$ cat src/rtl/fetch_pc_unit_pkg.sv
// Shared definitions for the instruction-fetch stage.
// State encodings, reset constants and PC helpers.
package fetch_pc_unit_pkg;

    localparam logic [1:0] S_IDLE  = 2'd0;
    localparam logic [1:0] S_FETCH = 2'd1;
    localparam logic [1:0] S_WAIT  = 2'd2;
    localparam logic [1:0] S_FLUSH = 2'd3;

    localparam logic [31:0] NOP_INST    = 32'h0000_0013;
    localparam logic [31:0] BOOT_PC_DEF = 32'h0000_0000;

    function automatic logic [31:0] align_pc(input logic [31:0] a);
        return {a[31:2], 2'b00};
    endfunction

endpackage

$ cat src/rtl/fetch_pc_unit_ifid.sv
// IF/ID pipeline register: load, hold or flush to a NOP bubble.
// Flush wins over load; only valid and inst are touched by a flush.
module fetch_pc_unit_ifid
    import fetch_pc_unit_pkg::*;
(
    input  logic        clk,
    input  logic        rst_n,
    input  logic        load_i,
    input  logic        flush_i,
    input  logic [31:0] inst_i,
    input  logic [31:0] pc_i,
    input  logic        pred_taken_i,
    input  logic [31:0] pred_target_i,
    output logic        valid_o,
    output logic [31:0] inst_o,
    output logic [31:0] pc_o,
    output logic        pred_taken_o,
    output logic [31:0] pred_target_o
);

    logic        valid_q, valid_d;
    logic [31:0] inst_q, inst_d;
    logic [31:0] pc_q, pc_d;
    logic        taken_q, taken_d;
    logic [31:0] target_q, target_d;

    // Next-entry selection: flush bubble, new load, or hold.
    always_comb begin
        valid_d  = valid_q;
        inst_d   = inst_q;
        pc_d     = pc_q;
        taken_d  = taken_q;
        target_d = target_q;
        if (flush_i) begin
            valid_d = 1'b0;
            inst_d  = NOP_INST;
        end else if (load_i) begin
            valid_d  = 1'b1;
            inst_d   = inst_i;
            pc_d     = pc_i;
            taken_d  = pred_taken_i;
            target_d = pred_target_i;
        end
    end

    // Entry storage with asynchronous active-low reset.
    always_ff @(posedge clk or negedge rst_n) begin
        if (!rst_n) begin
            valid_q  <= 1'b0;
            inst_q   <= NOP_INST;
            pc_q     <= 32'h0;
            taken_q  <= 1'b0;
            target_q <= 32'h0;
        end else begin
            valid_q  <= valid_d;
            inst_q   <= inst_d;
            pc_q     <= pc_d;
            taken_q  <= taken_d;
            target_q <= target_d;
        end
    end

    assign valid_o       = valid_q;
    assign inst_o        = inst_q;
    assign pc_o          = pc_q;
    assign pred_taken_o  = taken_q;
    assign pred_target_o = target_q;

endmodule

$ cat src/rtl/fetch_pc_unit.sv
// Fetch stage: PC register, next-PC selection and icache handshake.
// A redirect during a cache miss is parked until the access ends.
module fetch_pc_unit
    import fetch_pc_unit_pkg::*;
#(
    parameter logic [31:0] BOOT_PC = BOOT_PC_DEF
) (
    input  logic        clk,
    input  logic        rst,
    input  logic        Stall_i,
    input  logic        Redirect_i,
    input  logic [31:0] RedirectPC_i,
    output logic [31:0] BpAddr_o,
    input  logic        BpHit_i,
    input  logic [31:0] BpTarget_i,
    output logic        ICacheReq_o,
    output logic [31:0] ICacheAddr_o,
    input  logic        ICacheStall_i,
    input  logic [31:0] ICacheRdata_i,
    output logic        Valid_o,
    output logic [31:0] Inst_o,
    output logic [31:0] InstPC_o,
    output logic        PredTaken_o,
    output logic [31:0] PredTarget_o
);

    logic [1:0]  state_q, state_d;
    logic [31:0] pc_q, pc_d;
    logic [31:0] redir_q, redir_d;
    logic [31:0] seq_pc;
    logic [31:0] pred_pc;
    logic        load;
    logic        flush;

    // Next state, next PC and IF/ID control for the current cycle.
    always_comb begin
        state_d = state_q;
        pc_d    = pc_q;
        redir_d = redir_q;
        load    = 1'b0;
        flush   = 1'b0;
        seq_pc  = pc_q + 32'd4;
        pred_pc = BpHit_i ? align_pc(BpTarget_i) : seq_pc;
        case (state_q)
            S_IDLE: begin
                state_d = S_FETCH;
            end
            S_FETCH, S_WAIT: begin
                if (ICacheStall_i) begin
                    if (Redirect_i) begin
                        redir_d = align_pc(RedirectPC_i);
                        flush   = 1'b1;
                        state_d = S_FLUSH;
                    end else begin
                        state_d = S_WAIT;
                    end
                end else begin
                    state_d = S_FETCH;
                    if (Redirect_i) begin
                        pc_d  = align_pc(RedirectPC_i);
                        flush = 1'b1;
                    end else if (!Stall_i) begin
                        pc_d = pred_pc;
                        load = 1'b1;
                    end
                end
            end
            S_FLUSH: begin
                if (Redirect_i) begin
                    redir_d = align_pc(RedirectPC_i);
                end
                if (!ICacheStall_i) begin
                    pc_d    = redir_d;
                    state_d = S_FETCH;
                end
            end
            default: begin
                state_d = S_IDLE;
            end
        endcase
    end

    // PC, state and parked redirect target.
    always_ff @(posedge clk or negedge rst) begin
        if (!rst) begin
            state_q <= S_IDLE;
            pc_q    <= BOOT_PC;
            redir_q <= 32'h0;
        end else begin
            state_q <= state_d;
            pc_q    <= pc_d;
            redir_q <= redir_d;
        end
    end

    assign BpAddr_o     = pc_q;
    assign ICacheAddr_o = pc_q;
    assign ICacheReq_o  = (state_q != S_IDLE);

    fetch_pc_unit_ifid u_ifid (
        .clk           (clk),
        .rst_n         (rst),
        .load_i        (load),
        .flush_i       (flush),
        .inst_i        (ICacheRdata_i),
        .pc_i          (pc_q),
        .pred_taken_i  (BpHit_i),
        .pred_target_i (pred_pc),
        .valid_o       (Valid_o),
        .inst_o        (Inst_o),
        .pc_o          (InstPC_o),
        .pred_taken_o  (PredTaken_o),
        .pred_target_o (PredTarget_o)
    );

endmodule

$ cat config.mk
export PLATFORM = sky130hd
export DESIGN_NAME = fetch_pc_unit
export DESIGN_NICKNAME = d
export VERILOG_FILES = /design/src/rtl/fetch_pc_unit_pkg.sv /design/src/rtl/fetch_pc_unit_ifid.sv /design/src/rtl/fetch_pc_unit.sv
export SDC_FILE = /design/constraint.sdc
export NUM_CORES = 1
export LEC_CHECK = 0
export CORE_ASPECT_RATIO = 2
export CORE_MARGIN = 2
export CORE_UTILIZATION = 40
export DETAILED_ROUTE_END_ITERATION = 10
export HOLD_SLACK_MARGIN = 0.03
export PLACE_DENSITY = 0.72
export REMOVE_ABC_BUFFERS = 1
export SYNTH_ARGS = -nofsm -noshare
export SYNTH_HDL_FRONTEND = slang
export SYNTH_SLANG_ARGS = --single-unit
$ cat constraint.sdc
create_clock -name clk -period 2.05 [get_ports clk]
set_input_delay 0.615 -clock clk [delete_from_list [all_inputs] [get_ports clk]]
set_output_delay 0.615 -clock clk [all_outputs]
set_load 0.01 [all_outputs]
# ---- Word-level counts from Yosys, hierarchy flattened
# Cells that the tools add are included.
dict set report word_totals {
  register_bits 164
  in_bits 102
  output_inout_bits 163
  word_cells 48
}
dict set report op_classes {
  n_addsub 1
  n_eq_ne 7
  muxes 23
  bitwise 1
  n_reduce_logical 8
}
# op n
set ops {}
lappend ops {{2-to-1 mux 32 bit} 9}
lappend ops {{one-hot mux 32 bit (2 select lines)} 2}
lappend ops {{adder 32 x 3 -> 32 bit (second input constant)} 1}
lappend ops {{2-to-1 mux 1 bit} 9}
lappend ops {{!= test 2 bit (second input constant)} 3}
lappend ops {{one-hot mux 2 bit (3 select lines)} 1}
lappend ops {{nonzero test 2 bit} 3}
lappend ops {{== test 2 bit (second input constant)} 2}
lappend ops {{2-to-1 mux 2 bit} 2}
lappend ops {{AND reduction 2 bit} 2}
lappend ops {{AND reduction 4 bit} 1}
lappend ops {{!= test 3 bit (second input constant)} 1}
lappend ops {{== test 2 x 1 -> 1 bit (second input constant)} 1}
lappend ops {{logical NOT 2 bit} 1}
lappend ops {{OR reduction 2 bit} 1}
lappend ops {{NOT 1 bit} 1}

# ---- Longest topological paths before layout
dict set report depth {
  word_depth 6
  depth_mapped 9
  ltp_nobuf 7
}

# ---- Modules after synthesis
# A second synthesis with hierarchy kept.
dict set report unflattened {
  cells_unflattened 747
  area_unflattened_um2 8424.3
}
# mod n_inst cells_per_inst area_each_um2 seq_area_each_um2
set by_module_without_submodules {}
lappend by_module_without_submodules {fetch_pc_unit 1 502 4424.2 1651.6}
lappend by_module_without_submodules {fetch_pc_unit_ifid 1 245 4000.1 2456.1}

# ---- Worst setup path before layout
# Ideal clock, no wire load.
dict set report synth_timing {
  path_type {input to register}
  startpoint {input ICacheStall_i}
  endpoint {register pc_q[28], in the netlist BpAddr_o[28]}
  setup_ps 90
  arrival_time_ps 2113
  required_ps 1960
  slack_ps -153
  stages 6
  path_buffers 3
  cell_sequence {clkbuf_1 -> or4b_1 -> clkbuf_1 -> or3_1 -> clkbuf_1 -> o221ai_1}
}
dict set report synth_via {
  elab_chain_cells 2
  word_cells_on_any_way 3
  cone_classes {2 x eq/ne; 1 x reduce/logical}
}
# item line_no
set synth_rtl {}
lappend synth_rtl {{start, declared} fetch_pc_unit.sv:18} ;# input logic ICacheStall_i,
lappend synth_rtl {{!= test 2 bit (no line)} --}
lappend synth_rtl {{AND reduction 4 bit (no line) *} --}
lappend synth_rtl {{end signal, assigned} fetch_pc_unit.sv:91} ;# pc_q <= pc_d;
lappend synth_rtl {{end, declared} fetch_pc_unit.sv:28} ;# logic [31:0] pc_q, pc_d;
# Every way passes the cells marked *; elsewhere a longest branch is shown, timed or not.
# A chain may end at the register's enable or synchronous reset.

# ---- Final worst setup path
dict set report layout_timing {
  startpoint {register state_q[0]}
  endpoint {register pc_q[22], in the netlist BpAddr_o[22]}
}
dict set report layout_via {
  elab_chain_cells 4
  word_cells_on_any_way 10
  cone_classes {6 x eq/ne; 1 x mux; 3 x reduce/logical}
}
# item line_no
set layout_rtl {}
lappend layout_rtl {{start, declared} fetch_pc_unit.sv:27} ;# logic [1:0] state_q, state_d;
lappend layout_rtl {{start signal, assigned} fetch_pc_unit.sv:90} ;# state_q <= state_d;
lappend layout_rtl {{== test 2 x 1 -> 1 bit or == test 2 bit (tied branches)} fetch_pc_unit.sv:44} ;# case (state_q)
lappend layout_rtl {{OR reduction 2 bit} fetch_pc_unit.sv:44}
lappend layout_rtl {{!= test 3 bit (no line) (tied with other cells)} --}
lappend layout_rtl {{AND reduction 4 bit (no line)} --}
# Parallel ways exist; a longest one is shown, timed or not.

==> flow_summary_export.csv <==
group,metric,value,unit
floorplan,die_area,21000,um^2
global_routing,grt_usage,25.6,%
timing,finalCritPeriodShare,99.9,%
synthesis,synth-seq-cells,164,
finish,nFillCells,1596,
floorplan,start_util,40.8,%
cts,clk_latency,0.44,ns
setup_path,rr_worst_depth,7,
global_routing,grt_max_degree,50,
floorplan,coreArea,19400,um^2
power,leakage,0.00543,uW
drt,dr.pass1.iters,4,
finish,final_cell_area,12100,um^2
cts,clkTransAtPathRegs,0.07,ns
placement,dpl.hpwl,19100,um
floorplan,row_count,72,
timing,skew,0.0122,ns
setup_path,crit_required,2.38,ns
floorplan,chipHeight,203,um
finish,multi_input_area,3470,um^2
placement,post_dp_cell_area,11200,um^2
drt,drtIter0Drc,302,
power,p_per_area,1450,nW/um^2
synthesis,yosys.area.top_type_share,50.9,%
drt,viasPerCell,5.33,
setup_path,startpoint_type,"flip-flop",
finish,regArea,4110,um^2
timing,slew_viol_final,0,
synthesis,syn_inst,803,
finish,final_cells,1367,
setup_path,critPathCaptureType,"flip-flop",
timing,fin_crit,2.05,ns
timing,maxSlewHeadroom,66.5,%
cts,clock_sinks,164,
cts,cts-root-buf,"clkbuf_16",
timing,grt_setup_unrepaired,"true",
synthesis,synthDistinctLibCells,56,
cts,cts_tree,"built",
setup_path,worstPathMaxFanout,5,
timing,timing.fmax,488,MHz
synthesis,syn_area,7910,um^2
timing,setup_viol,0,
global_routing,grt_remaining_overflow,0,
synthesis,synthArstFlopShare,100,%
placement,port_buffers,260,
timing,tightest_slew,0.502,ns
run_status,status,"finished, final reports clean",
cts,ctsLongestPathBuffers,2,
cts,cts.htree.levels,4,
synthesis,synth_top_area_cell,"dfrtp_1",
setup_path,path_class,"flip-flop to flip-flop",
placement,place_inst,1315,
drt,wl,26400,um
placement,gp_congestion,0.892,
finish,final_net_count,1197,
global_routing,grt_pass1_vias,7652,
cts,cts_buffers,17,
finish,drive_above_1_share,19.5,%
timing,hold_violations,0,
power,ir_worst_vdd,0.669,mV
synthesis,synth.top_cells.by_area,"dfrtp_1 51%, nand2_1 9.3%, mux2_2 4.6%",
min_path,hold_class,"input pin to asynchronous set/reset pin",
floorplan,ioPinCount,265,
drt,ant_nets,0,
finish,final_util,62.4,%
synthesis,yosysSeqAreaShare,51.9,%
power,finalPower,17600,uW
finish,layout_commonest_cell,"clkdlybuf4s50_1",
synthesis,synth_edf_count,0,
finish,area.growth.synth_to_final,52.7,%
synthesis,yosys_warnings,0,
floorplan,die_w,103,um
drt,drc,0,
global_routing,grt_pass1_wl,40800,um
global_routing,antenna_found_initial,3,
synthesis,synth_ff_type,"dfrtp_1",
finish,final_cell_mix,"199 x clkdlybuf4s50_1, 195 x nand2_1, 157 x dfrtp_1, 80 x buf_4, 54 x o21ai_0",
synthesis,syn_area_per_cell,9.85,um^2
cts,hold_buffers,0,
setup_path,cp.arrival,2.38,ns
run,maxCapViolations,0,
drt,vias,7284,
drt,wire_per_inst,19.3,um
power breakdown:
part | total (uW) | internal, uW | switching [uW]
Clock | 3420 | 1960 | 1460
Combinational | 8730 | 4510 | 4220
Sequential | 5410 | 4610 | 797
per-stage QoR:
step / worst slack, ns / hold WS, ns / TNS [ns]
CTS: -0.00140 / 0.124 / -0.00140
floorplan: -3.15 / 0.319 / -272.31
finish: 0.00229 / 0.130 / 0
global placement: -0.501 / 0.457 / -32.88
global route: -0.0670 / 0.136 / -0.391
detailed placement: -0.523 / 0.461 / -37.99
layer usage:
metal  up-vias  routed length (um)  GRT usage, %
met5         -                   0             0
met4         0                1250          13.8
met3        64                1440          5.03
met2       281               14500          45.5
met1      3576                9220          27.6
li1       3363                   -             -
cell type report:
type,count,share of cell area [%]
antenna,3,0.0622
clock buffer,17,3.52
clock inverter,15,1.60
inverter,7,0.218
multi-input combinational,542,28.7
sequential,164,34.1
tap,259,2.68
timing repair buffer,360,29.1
path summary, 6_finish.rpt:
check,slack [ns],to,from
setup / recovery,0.002,BpAddr_o[22],state_q[0]
hold / removal,0.13,BpAddr_o[0],rst
setup reg to reg,0.002,BpAddr_o[22],state_q[0]
hold reg to reg,0.47,u_ifid.pc_o[26],u_ifid.pc_o[26]
max in group asynchronous,1.33,u_ifid.pc_o[11],rst
min in group clk,0.47,u_ifid.pc_o[26],u_ifid.pc_o[26]
synthesized netlist by cell type (all sizes together) (9+ instances only):
cell / n
and3: 9
a22o: 29
nand3: 10
mux2i: 11
o211ai: 20
buf: 42
nor2: 21
nand2: 196
nand4: 10
a21oi: 13
o21ai: 61
dfrtp: 161
o221ai: 13
o31ai: 14
xnor2: 11
clkbuf: 48
mux2: 32
xor2: 12
nor2b: 9
flip-flops by register name, summed over array words and instances (netlist names):
signal                flops
state_q                   2
redir_q                  32
u_ifid.pc_o              32
BpAddr_o                 32
u_ifid.valid_o            1
u_ifid.inst_o            32
u_ifid.pred_taken_o       1
u_ifid.pred_target_o     32
worst max-delay path: stages (launching register included):
cell,delay [ns]
dfrtp_1,0.37
inv_2,0.05
ha_4,0.27
or4b_4,0.47
or3_4,0.46
a41oi_2,0.17
o21ai_1,0.08
o311ai_1,0.08
cell families after synthesis:
family | synth area share (%)
AOI/OAI and AO/OA | 15.6
muxes | 5.95
xor gates and xnor gates | 2.55
DFF | 51.9
and+or+nand+nor | 17.2
adders and majority gates | 0.475
buffers and inverters | 6.25
what timing repair did:
| item | in CTS | in global routing |
|---|---|---|
| endpoints found under the setup margin | 75 | 39 |
| pin swaps | 0 | 6 |
| resized for setup | 64 | 33 |
| hold endpoints to repair | 0 | 0 |
| buffers inserted | 8 | 9 |
Power figures use the tool's default switching activity.
